[config.mk]
export PLATFORM = sky130hd
export DESIGN_NAME = uart_rx
export DESIGN_NICKNAME = d
export VERILOG_FILES = /design/src/rtl/uart_rx.sv
export SDC_FILE = /design/constraint.sdc
export NUM_CORES = 1
export LEC_CHECK = 0
export CORE_UTILIZATION = 45
export CTS_BUF_LIST = sky130_fd_sc_hd__clkbuf_4 sky130_fd_sc_hd__clkbuf_8
export DETAILED_ROUTE_END_ITERATION = 10
export PLACE_DENSITY = 0.67
export SLEW_MARGIN = 10
export SYNTH_ARGS = -nofsm -noshare
export SYNTH_HDL_FRONTEND = slang
export SYNTH_SLANG_ARGS = --single-unit
[constraint.sdc]
create_clock -name clk -period 8.3 [get_ports clk]
set_clock_uncertainty 0.15 [all_clocks]
set_input_delay 1.245 -clock clk [delete_from_list [all_inputs] [get_ports clk]]
set_output_delay 1.245 -clock clk [all_outputs]
set_load 0.005 [all_outputs]
[src/rtl/uart_rx.sv]
// UART receiver with an AHB-lite slave port: start/8 data/XOR parity/stop frames,
// four good bytes packed little-endian into a word, words queued in a small FIFO.
module uart_rx #(
    parameter int          BPS_115200    = 434,
    parameter int          FIFO_DEPTH    = 4,
    parameter logic [31:0] ADDR_RECVDATA = 32'h0000_0000,
    parameter logic [31:0] ADDR_STATUS   = 32'h0000_0004
) (
    input  logic        clk,
    input  logic        rst_n,
    input  logic        hsel_rx,
    input  logic [31:0] HADDR,
    input  logic        HWRITE,
    input  logic [2:0]  HSIZE,
    input  logic [1:0]  HTRANS,
    input  logic [31:0] HWDATA,
    input  logic        uartRx_int_clear,
    input  logic        RX,
    output logic [31:0] HRDATA,
    output logic        HREADY,
    output logic [1:0]  HRESP,
    output logic        irq_uartRx
);
    localparam int            PW         = $clog2(FIFO_DEPTH);
    localparam int            CW         = PW + 1;
    localparam logic [CW-1:0] FULL_CNT   = CW'(FIFO_DEPTH);
    localparam logic [8:0]    SAMPLE_PT  = 9'(BPS_115200 / 2);
    localparam logic [8:0]    LAST_CNT   = 9'(BPS_115200 - 1);
    localparam logic [1:0]    NONSEQ     = 2'b10;
    localparam logic [1:0]    RESP_OKAY  = 2'b00;
    localparam logic [1:0]    RESP_ERROR = 2'b01;

    typedef enum logic [2:0] {
        ST_IDLE,
        ST_START,
        ST_DATA,
        ST_PARITY,
        ST_STOP
    } state_t;

    state_t        r_state;
    logic          r_sync1;
    logic          r_sync2;
    logic          r_sync_prev;
    logic [1:0]    r_warm;
    logic [8:0]    r_bps_cnt;
    logic [2:0]    r_bit_cnt;
    logic [7:0]    r_shift;
    logic          r_parity_bad;
    logic [1:0]    r_byte_cnt;
    logic [31:0]   r_word;

    logic [31:0]   r_mem [FIFO_DEPTH];
    logic [PW-1:0] r_wr_ptr;
    logic [PW-1:0] r_rd_ptr;
    logic [CW-1:0] r_count;

    logic          r_overrun;
    logic          r_frame_err;
    logic          r_parity_err;
    logic          r_irq;
    logic          r_wr_status;
    logic [31:0]   r_hrdata;
    logic          r_hready;
    logic [1:0]    r_hresp;

    logic          w_fall;
    logic          w_sample;
    logic          w_wrap;
    logic          w_stop_eval;
    logic          w_set_frame;
    logic          w_set_parity;
    logic          w_push_req;
    logic [31:0]   w_push_word;
    logic          w_empty;
    logic          w_full;
    logic          w_access;
    logic          w_pop;
    logic          w_push_ok;
    logic [31:0]   w_status;
    logic          w_unused;

    // The sync flops come out of reset high, so their first cycles are not real
    // line data; edges are only trusted once the warm-up count saturates.
    assign w_fall       = (r_warm == 2'd3) && r_sync_prev && !r_sync2;
    assign w_sample     = (r_bps_cnt == SAMPLE_PT);
    assign w_wrap       = (r_bps_cnt == LAST_CNT);
    assign w_stop_eval  = (r_state == ST_STOP) && w_sample;
    assign w_set_frame  = w_stop_eval && !r_sync2;
    assign w_set_parity = w_stop_eval && r_sync2 && r_parity_bad;
    assign w_push_req   = w_stop_eval && r_sync2 && !r_parity_bad && (r_byte_cnt == 2'd3);
    assign w_push_word  = {r_shift, r_word[23:0]};

    assign w_empty   = (r_count == '0);
    assign w_full    = (r_count == FULL_CNT);
    assign w_access  = hsel_rx && (HTRANS == NONSEQ);
    assign w_pop     = w_access && !HWRITE && (HADDR == ADDR_RECVDATA) && !w_empty;
    assign w_push_ok = w_push_req && (!w_full || w_pop);
    assign w_status  = {24'b0, 3'(r_count), r_overrun, r_frame_err, r_parity_err, w_full, !w_empty};
    assign w_unused  = ^{HSIZE, HWDATA[31:5], HWDATA[1:0]};

    assign HRDATA     = r_hrdata;
    assign HREADY     = r_hready;
    assign HRESP      = r_hresp;
    assign irq_uartRx = r_irq;

    always_ff @(posedge clk or negedge rst_n) begin
        if (!rst_n) begin
            r_sync1     <= 1'b1;
            r_sync2     <= 1'b1;
            r_sync_prev <= 1'b1;
            r_warm      <= 2'd0;
        end else begin
            r_sync1     <= RX;
            r_sync2     <= r_sync1;
            r_sync_prev <= r_sync2;
            if (r_warm != 2'd3)
                r_warm <= r_warm + 2'd1;
        end
    end

    always_ff @(posedge clk or negedge rst_n) begin
        if (!rst_n) begin
            r_state      <= ST_IDLE;
            r_bps_cnt    <= '0;
            r_bit_cnt    <= '0;
            r_shift      <= '0;
            r_parity_bad <= 1'b0;
            r_byte_cnt   <= '0;
            r_word       <= '0;
        end else begin
            if (r_state == ST_IDLE || w_wrap)
                r_bps_cnt <= '0;
            else
                r_bps_cnt <= r_bps_cnt + 9'd1;

            case (r_state)
                ST_IDLE: begin
                    if (w_fall) begin
                        r_state   <= ST_START;
                        r_bit_cnt <= '0;
                    end
                end
                ST_START: begin
                    if (w_sample && r_sync2)
                        r_state <= ST_IDLE;
                    else if (w_wrap)
                        r_state <= ST_DATA;
                end
                ST_DATA: begin
                    if (w_sample)
                        r_shift <= {r_sync2, r_shift[7:1]};
                    if (w_wrap) begin
                        r_bit_cnt <= r_bit_cnt + 3'd1;
                        if (r_bit_cnt == 3'd7)
                            r_state <= ST_PARITY;
                    end
                end
                ST_PARITY: begin
                    if (w_sample)
                        r_parity_bad <= (r_sync2 != ^r_shift);
                    if (w_wrap)
                        r_state <= ST_STOP;
                end
                ST_STOP: begin
                    // Return to IDLE at mid-stop so a back-to-back start edge is not missed.
                    if (w_sample) begin
                        r_state <= ST_IDLE;
                        if (!r_sync2 || r_parity_bad) begin
                            r_byte_cnt <= '0;
                        end else begin
                            r_word[{r_byte_cnt, 3'b000} +: 8] <= r_shift;
                            r_byte_cnt <= r_byte_cnt + 2'd1;
                        end
                    end
                end
                default: r_state <= ST_IDLE;
            endcase
        end
    end

    always_ff @(posedge clk) begin
        if (w_push_ok)
            r_mem[r_wr_ptr] <= w_push_word;
    end

    always_ff @(posedge clk or negedge rst_n) begin
        if (!rst_n) begin
            r_wr_ptr <= '0;
            r_rd_ptr <= '0;
            r_count  <= '0;
        end else begin
            if (w_push_ok)
                r_wr_ptr <= r_wr_ptr + 1'b1;
            if (w_pop)
                r_rd_ptr <= r_rd_ptr + 1'b1;
            case ({w_push_ok, w_pop})
                2'b10:   r_count <= r_count + 1'b1;
                2'b01:   r_count <= r_count - 1'b1;
                default: r_count <= r_count;
            endcase
        end
    end

    // Sticky flags and interrupt: a set in the same cycle as a clear wins.
    always_ff @(posedge clk or negedge rst_n) begin
        if (!rst_n) begin
            r_overrun    <= 1'b0;
            r_frame_err  <= 1'b0;
            r_parity_err <= 1'b0;
            r_irq        <= 1'b0;
        end else begin
            if (r_wr_status) begin
                if (HWDATA[4]) r_overrun    <= 1'b0;
                if (HWDATA[3]) r_frame_err  <= 1'b0;
                if (HWDATA[2]) r_parity_err <= 1'b0;
            end
            if (w_push_req && w_full && !w_pop) r_overrun <= 1'b1;
            if (w_set_frame)                    r_frame_err  <= 1'b1;
            if (w_set_parity)                   r_parity_err <= 1'b1;
            if (uartRx_int_clear)               r_irq <= 1'b0;
            if (w_push_ok)                      r_irq <= 1'b1;
        end
    end

    always_ff @(posedge clk or negedge rst_n) begin
        if (!rst_n) begin
            r_hrdata    <= '0;
            r_hready    <= 1'b1;
            r_hresp     <= RESP_OKAY;
            r_wr_status <= 1'b0;
        end else begin
            r_hrdata    <= '0;
            r_hready    <= 1'b1;
            r_hresp     <= RESP_OKAY;
            r_wr_status <= w_access && HWRITE && (HADDR == ADDR_STATUS);
            if (w_access && !HWRITE) begin
                if (HADDR == ADDR_RECVDATA) begin
                    if (!w_empty)
                        r_hrdata <= r_mem[r_rd_ptr];
                end else if (HADDR == ADDR_STATUS) begin
                    r_hrdata <= w_status;
                end
            end
            if (w_access && HWRITE && (HADDR == ADDR_RECVDATA)) begin
                r_hready <= 1'b0;
                r_hresp  <= RESP_ERROR;
            end
        end
    end

endmodule
# Yosys cells after proc, flatten, opt, wreduce, memory -nomap -nowiden
# Memory sizes are Yosys's and may differ from the RTL's.
# Cells that the tools add are included.
# totals
out_inout_bits	36
word_cells	141
mem_count	1
ramBits	128
ff_bits	110
# op_classes
reduce_logical	50
addsub	9
shift	2
n_mux	34
eq_ne	22
bitwise_logic	1
# mem_list
memory	depth	width	rd	rd_clocked_by_memory_dff	write_ports	line_no	text
r_mem	4	32	1	0	1	53	logic [31:0] r_mem [FIFO_DEPTH];
# ops
cell	n
32-bit 2-to-1 mux	3
32-bit bitwise mux	1
32-bit by 3-bit == test with 1-bit output (second input constant)	1
32-bit logical NOT	1
8-bit by 7-bit variable shift with 32-bit output (first input constant)	1
8-bit by 7-bit indexed part select with 32-bit output	1
3-bit 2-to-1 mux	9
1-bit logical AND	19
2-bit nonzero test	9
1-bit 2-to-1 mux	15
3-bit one-hot mux with 5 select lines	1
2-bit inequality test (second input constant)	6
3-bit one-hot mux with 2 select lines	2
2-bit AND reduction	6
9-bit by 1-bit adder with 9-bit output (second input constant)	1
3-bit == test (second input constant)	3
9-bit by 8-bit == test with 1-bit output (second input constant)	1
9-bit == test (second input constant)	1
9-bit 2-to-1 mux	1
2-bit by 1-bit adder with 2-bit output (second input constant)	4
2-bit == test (second input constant)	4
8-bit 2-to-1 mux	1
8-bit parity	1
5-bit negator with 7-bit output	1
other kinds (14)	25

# Depth between registers and ports, before layout
# Gate-level depths: netlist (run 1).
# depth
ltp_word	9
depth_mapped	12
ltp_nobuf	12

# Worst setup path after synthesis (run 1)
# No wires, ideal clock.
# synth_path
path_type	in2reg
from	input HADDR[18]
to	memory r_mem[0][0], enable pin
slack_ns	4.070
cell_stages	5
required_ns	7.729
setup_time_ns	0.421
path_buffers	0
arrival_ns	3.659
path_cell_list	nor4_1 nand4_1 nor4_1 o211ai_1 nor2_1
# synth_via
elab_chain_cells	7
# synth_lines
element	line_no	text
start: declaration	12	input logic [31:0] HADDR,
32-bit logical NOT	97	assign w_pop = w_access && !HWRITE && (HADDR == ADDR_RECVDATA) && !w_empty;
1-bit logical AND (2 in series)	97	
1-bit logical OR	98	assign w_push_ok = w_push_req && (!w_full || w_pop);
1-bit logical AND	98	
1-bit 2-to-1 mux	183	if (w_push_ok)
1-bit 2-to-1 mux (not written as such)	184	r_mem[r_wr_ptr] <= w_push_word;
end: declaration	53	
# No other way between the ends.

# Worst setup path after layout (run 1)
# layout_path
from	input HADDR[21]
to	register r_count[1]
# layout_via
elab_chain_cells	7
elab_cells_between_ends	9
# layout_lines
element	line_no	text
32-bit logical NOT (*)	97	
1-bit logical AND (*) (2 in series)	97	
1-bit logical OR	98	
1-bit logical AND	98	
2-bit by 1-bit == test with 1-bit output / 2-bit == test (equally long branches)	197	case ({w_push_ok, w_pop})
3-bit one-hot mux with 2 select lines / 2-bit nonzero test (equally long branches)	n/a	
end signal: assignment	198	2'b10: r_count <= r_count + 1'b1;
end signal: assignment	199	2'b01: r_count <= r_count - 1'b1;
end signal: assignment	200	default: r_count <= r_count;
end: declaration	56	logic [CW-1:0] r_count;
# Mark *: on every way between the ends. The rest lies on a longest branch, timed or not.
# A chain may end at the register's enable or synchronous reset.

==> results of run 1 <==
-- sequential cells by signal (all words and copies together) (netlist names), 2 cells and up --
signal      count
HRDATA         32
r_warm          2
r_state         3
r_byte_cnt      2
r_bps_cnt       9
r_mem         128
r_word         24
r_rd_ptr        2
r_shift         8
r_wr_ptr        2
r_count         3
r_bit_cnt       3
-- stage by stage --
| stage | instance area (um^2) | total power, mW | util (%) |
|---|---|---|---|
| final | 10790 | 2.221 | 55.26 |
| after floorplan | 8986 | 1.281 | - |
| after detailed placement | 10080 | 1.324 | 51.60 |
| after global placement | 10080 | 1.318 | 51.60 |
| after CTS | 10790 | 2.243 | 55.26 |
| after global routing | 10790 | 2.307 | 55.26 |
-- where the power goes --
part | leakage [nW] | switching (mW) | total, mW | internal, mW
sequential | 2.85 | 0.0203 | 1.23 | 1.21
clock | 0.385 | 0.420 | 0.920 | 0.501
combinational | 1.19 | 0.0361 | 0.0730 | 0.0369
total | 4.43 | 0.476 | 2.22 | 1.75
-- layout by cell type, fill, tap and decap left out, types with 13 or more instances in the layout --
cell type,count
nor2_1,27
dfrtp_1,95
xnor2_1,13
edfxtp_1,128
mux4_2,32
mux2_2,13
inv_1,20
and3_1,25
clkbuf_8,40
clkdlybuf4s50_1,76
nand2_1,64
o21ai_0,27
ha_1,15
-- per-layer routing --
layer	wire, um	part of all wire, %	up-vias
li1	-	-	2343
met3	921	5.4	30
met1	7224	42	2592
met5	0	0	-
met2	8693	51	146
met4	344	2.0	0
-- synthesized netlist by cell type, drive strengths merged --
library cell / count
a211o: 1
and4: 1
o2111ai: 2
o31ai: 2
a2bb2oi: 1
dfrtp: 97
inv: 20
nor4: 11
o311ai: 1
or3: 1
nor3: 7
mux4: 32
nand4: 5
or3b: 1
a22oi: 5
nand2: 64
xnor2: 13
o22ai: 2
nand3: 12
clkbuf: 12
nor2: 31
o21ai: 31
buf: 9
nand2b: 2
fa: 1
nand3b: 3
xor2: 9
and3: 25
and2: 1
ha: 15
mux2: 13
a21oi: 4
and4bb: 1
dfstp: 4
nand4b: 1
nor3b: 4
conb: 1
and3b: 2
o211ai: 1
edfxtp: 128
-- final timing paths --
kind	end	slack (ps)
worst min register to register	r_sync2$_DFF_PN1_	210
min in group asynchronous	r_bit_cnt[2]$_DFFE_PN0P_	550
worst max-delay path	r_count[1]$_DFFE_PN0P_	4310
worst min-delay path	r_sync2$_DFF_PN1_	210
worst max register to register	r_count[1]$_DFFE_PN0P_	5120
max in group asynchronous	r_rd_ptr[1]$_DFFE_PN0P_	6220
-- worst max-delay path: stages --
cell	delay (ps)
clkdlybuf4s50_1	420
nor4_1	310
nand4_1	190
nor4_1	620
o211ai_1	460
ha_1	370
inv_1	80
fa_1	400
o21ai_0	180
-- area by class of cell --
class                      count  area, um^2  area share, %
clock inverter                16       73.82         0.6841
tap                          265       331.6          3.073
inverter                      20       75.07         0.6957
clock buffer                  52       640.6          5.937
sequential                   229        6379          59.11
multi-input combinational    306        2470          22.89
timing repair buffer          84       820.8          7.607
-- logic make-up after synthesis --
| group | after synthesis | synth area share, % |
|---|---|---|
| DFF | 229 | 70.96 |
| and+or+nand+nor | 172 | 9.802 |
| AOI/OAI and AO/OA | 50 | 3.244 |
| muxes | 45 | 9.649 |
| buffers and inverters | 41 | 1.852 |
| xor gates and xnor gates | 22 | 2.144 |
| adders and majority gates | 16 | 2.311 |
| other | 1 | 0.04173 |
==> out/results.txt, run 1 <==
Cells after Synth = 576
Minimum clock period = 3994 ps
Global Route met1 Usage = 21.66%
Num CTS Buffers = 37
Routed WL = 17.18 mm
Worst VDD drop = 135.6 uV
CTS root buf = clkbuf_8
Post-Syn Nets = 667
Hold buffers post-CTS = 0
Leak = 4.426 nW
Fill count = 1579
Final slew viol count = 0
Final non-filler cell total = 972
Worst Path Arrival = 4270 ps
Syn Area/Cell = 15.60 um^2
Die width = 143.3 um
Max Cap Viol = 0
Worst slew margin = 26.42%
Slew @ Worst Pin = 1094 ps
Tightest Hold Check Type = register to register
CP Data Required Time = 8580 ps
Busiest grt layer = met2
Post-route ant nets = 0
Synth top area cells = edfxtp_1 (43%), dfrtp_1 (27%), mux4_2 (8.0%)
RSZ-0062 raised after global routing = no
I/O Pins = 111
HPWL after DPL = 10.49 mm
DIE AREA = 20540 um^2
Placed cells = 904
Synth area leader = edfxtp_1
Largest net degree at the start of global routing = 66
# nets final = 769
CTS Sinks = 229
Hold Crit Depth = 0
PD cells = 205.8 nW/um^2
Sequential area share after synthesis = 70.96%
Diodes inserted = 0
Clock Path Buffers = 3
Die Y = 143.3 um
Clock Pin Slew Worst Setup and Hold Paths = 60 ps
GR Util All Layers = 17.63%
RePlAce Congestion = 0.7794
Port Buf Inserts = 77
Vias in the first global route = 5309
# rows = 51
Tcrit/Tclk final = 48.13%
M2 GR Usage = 30.60%
Critical Path Start Type = input pin
Yosys warnings = 0
Starting Density = 46.02%
Hold Path Origin = r_sync1$_DFF_PN1_
CTS HTree Levels = 2
Worst-Skew Late Latency = 510 ps
Gr ovfl total = 0
Wirelength per Cell = 17.68 um
Layout cell share with drive strength beyond 1 = 18.81%
Unique masters post-synth = 46
First-pass GRT wire length = 27.23 mm
Critical path fanouts, max = 8
Met3 GRT Util = 3.999%
Maximum clock frequency = 250.4 MHz
Critical R2R Launch = r_bps_cnt[1]$_DFF_PN0_
Top cell type's share of synthesized area = 42.77%
Final setup TNS = 0 ps
Final Hold Viols = 0
Critical path class = input pin to register
DRC = 0
# setup viols final = 0
Post-CTS sizing = 0
FF+latch count, synth = 229
Final worst setup slack = 4306 ps
Critical Path Sink Type = register
Cell depth of the worst flop-to-flop path = 10
Via density = 5.258
P&R area growth vs syn = 20.08%
Status = completed
Mapped Area = 8986 um^2
Hold WS = 206.8 ps
Critical Path Source = HADDR[21]
DR iter-0 viols = 236
Pre-CTS setup slack = 3755 ps
Post-CTS Setup Inserts = 0
Via count = 5111
Core area = 19530 um^2
Antenna violations before repair = 0
1st-pass router iterations = 4
CTS tree = yes
Note: power is estimated with default switching activity, not from simulation.
==> inputs of run 2 (changes only) <==
--- a/config.mk
+++ b/config.mk
@@ -8,7 +8,7 @@
 export CORE_UTILIZATION = 45
 export CTS_BUF_LIST = sky130_fd_sc_hd__clkbuf_4 sky130_fd_sc_hd__clkbuf_8
 export DETAILED_ROUTE_END_ITERATION = 10
-export PLACE_DENSITY = 0.67
+export PLACE_DENSITY = 0.69
 export SLEW_MARGIN = 10
 export SYNTH_ARGS = -nofsm -noshare
 export SYNTH_HDL_FRONTEND = slang
==> constraint.sdc (replaced) <==
create_clock -name clk -period 3.3 [get_ports clk]
set_clock_uncertainty 0.15 [all_clocks]
set_input_delay 0.495 -clock clk [delete_from_list [all_inputs] [get_ports clk]]
set_output_delay 0.495 -clock clk [all_outputs]
set_load 0.005 [all_outputs]
==> run 2 against run 1 <==
Utilization up 0.85 points. Sequential power rose to 2.5 times the previous value. Flip-flop and latch count unchanged. Power rose to 2.6 times the previous value. Combinational power rose to 2.6 times the previous value. Clock-buffer cell count up 4. Design area up 1.5%. Largest cell class unchanged.
==> out/results.txt, run 2 (synthesis results as in run 1) <==
Final Total Pwr = 5.717 mW (+160%)
# setup viols final = 0 (unchanged)
Die Y = 143.3 um (unchanged)
Final Hold Viols = 0 (unchanged)
Max Cap Viol = 0 (unchanged)
Critical Path Start Type = register
Maximum clock frequency = 344.9 MHz
Core area = 19530 um^2 (unchanged)
Hold Path Sink = r_sync2$_DFF_PN1_
Final slew viol count = 0 (unchanged)
HPWL after DPL = 10.64 mm (+1.4%)
RSZ-0062 raised after global routing = no
DR iter-0 viols = 278 (+18%)
DIE AREA = 20540 um^2 (unchanged)
Commonest cells after routing, fill and taps aside = edfxtp_1 (128), dfrtp_1 (96), clkdlybuf4s50_1 (76), nand2_1 (64), clkbuf_8 (41)
Wirelength per Cell = 17.47 um (-1.2%)
First-pass GRT wire length = 27.69 mm (+1.7%)
Clock Pin Slew Worst Setup and Hold Paths = 60 ps (about the same)
Port Buf Inserts = 77 (unchanged)
I/O Pins = 111 (unchanged)
1st-pass router iterations = 4 (unchanged)
Most common cell after layout, fill and taps aside = edfxtp_1
Post-CTS Setup Inserts = 0 (unchanged)
Gr ovfl total = 0 (unchanged)
FF+latch area = 6377 um^2 (about the same)
Hold Crit Depth = 0 (unchanged)
CTS HTree Levels = 2 (unchanged)
DRC = 0 (unchanged)
Final instance area = 10960 um^2 (+1.5%)
CP peak stage delay = 460 ps (-160 ps)
Slew @ Worst Pin = 1134 ps (+39.21 ps)
Die width = 143.3 um (unchanged)
Tightest Hold Check Type = register to register
Starting Density = 46.02% (unchanged)
Placed Area = 10190 um^2 (+1.1%)
Worst Path Arrival = 3180 ps (-1090 ps)
Pre-CTS setup slack = 31.77 ps (-3723 ps)
Tcrit/Tclk final = 87.86%
Diodes inserted = 0 (unchanged)
Final worst setup slack = 400.5 ps (-3905 ps)
# nets final = 779 (+1.3%)
Minimum clock period = 2899 ps
Clock Path Buffers = 3 (unchanged)
Critical Path Sink Type = register
Hold WS = 209.8 ps (+2.955 ps)
CP Data Required Time = 3580 ps (-5000 ps)
# rows = 51 (unchanged)
CP Cell Sequence = inv_1, ha_1, and3b_1, nand3_1, nor4_1, o211ai_1, ha_1, inv_1, fa_1, o21ai_0
Worst slew margin = 23.78% (-2.6 points)
Worst VDD drop = 269.7 uV (+99%)
Post-CTS sizing = 0 (unchanged)
Layout cell share with drive strength beyond 1 = 19.72% (+0.91 points)
Num CTS Buffers = 38 (+2.7%)
Reg with most FFs = r_mem
Antenna violations before repair = 0 (unchanged)
CTS tree = yes
Leak = 4.507 nW (+1.8%)
Fill count = 1540 (-2.5%)
Area occupied by multi-input gates = 2464 um^2 (-0.25%)
Cell depth of the worst flop-to-flop path = 10 (unchanged)
PD cells = 521.8 nW/um^2 (+150%)
Vias in the first global route = 5366 (+1.1%)
Largest register FFs = 128 (unchanged)
Status = completed
Via count = 5118 (+0.14%)
Largest net degree at the start of global routing = 56 (-15%)
CTS Sinks = 229 (unchanged)
Routed WL = 17.12 mm (-0.38%)
CP max-delay cell = nor4_1
Hold Path Origin = r_sync1$_DFF_PN1_
RePlAce Congestion = 0.8318 (+6.7%)
R2r setup slk = 400 ps (-4720 ps)
R2r endpoint = r_count[1]$_DFFE_PN0P_
GR Util All Layers = 17.84% (+0.21 points)
Worst-Skew Late Latency = 520 ps (about the same)
Critical path fanouts, max = 3 (-5)
CTS root buf = clkbuf_8
Via density = 5.222 (-0.68%)
Critical R2R Launch = r_bps_cnt[1]$_DFF_PN0_
Critical path class = register to register
Post-route ant nets = 0 (unchanged)
P&R area growth vs syn = 21.92%
==> run 2: cell types whose count changed in the layout (fill, tap and decap cells not counted), sizes merged <==
cell and change:
dlygate4sd3 +1, clkinv -6, buf +8, clkbuf +4, inv +1, clkinvlp -1, bufinv +1
==> run 2: routing by layer <==
layer / GRT usage [%] / wire length [um] / vias up
met1: 22.14 / 7229 / 2573
li1: - / - / 2363
met5: 0 / 0 / -
met3: 3.899 / 995 / 30
met2: 30.99 / 8531 / 152
met4: 6.159 / 361 / 0
==> run 2: worst max-delay path by stage <==
stage | start | to | slack, ps | cells past startpoint
after floorplan | HADDR[18] | r_mem[0][0]$_DFFE_PP_ | -180 | 5
after global placement | HADDR[21] | r_count[2]$_DFFE_PN0P_ | 170 | 12
after detailed placement | HADDR[1] | r_count[1]$_DFFE_PN0P_ | 30 | 10
after CTS | r_bps_cnt[1]$_DFF_PN0_ | r_count[1]$_DFFE_PN0P_ | 410 | 10
after global routing | r_bps_cnt[1]$_DFF_PN0_ | r_count[1]$_DFFE_PN0P_ | 200 | 10
final | r_bps_cnt[1]$_DFF_PN0_ | r_count[1]$_DFFE_PN0P_ | 400 | 10
==> run 2: area by class of cell <==
cell class / count / area share (%)
Sequential cell: 229 / 58.21
Inverter: 20 / 0.6852
Multi-Input combinational cell: 306 / 22.49
Timing Repair Buffer: 93 / 8.703
Clock inverter: 11 / 0.7081
Clock buffer: 56 / 6.179
Tap cell: 265 / 3.026
==> run 2: through the flow <==
step	setup TNS, ps	cells	util (%)
CTS	0	980	56.11
global placement	0	912	52.19
detailed placement	0	912	52.19
finish	0	980	56.11
floorplan	-23100	576	-
global route	0	980	56.11
==> run 2: critical path: cells and delay by family, from the launching register on <==
| family | cells | cell delay [ps] |
|---|---|---|
| compound gates | 2 | 450 |
| flops | 1 | 390 |
| fa+ha+maj | 3 | 860 |
| buf+inv | 2 | 160 |
| simple gates | 3 | 830 |
==> run 2: power breakdown <==
| part | switching (mW) | internal, mW |
|---|---|---|
| sequential | 0.0503 | 3.04 |
| clock | 1.05 | 1.39 |
| combinational | 0.0920 | 0.0967 |
| total | 1.19 | 4.53 |
==> run 2: what timing repair did <==
action                                  in CTS  in global routing
hold endpoints to repair                    51                  0
endpoints found under the setup margin       0                  0
hold buffers                                 1                  0
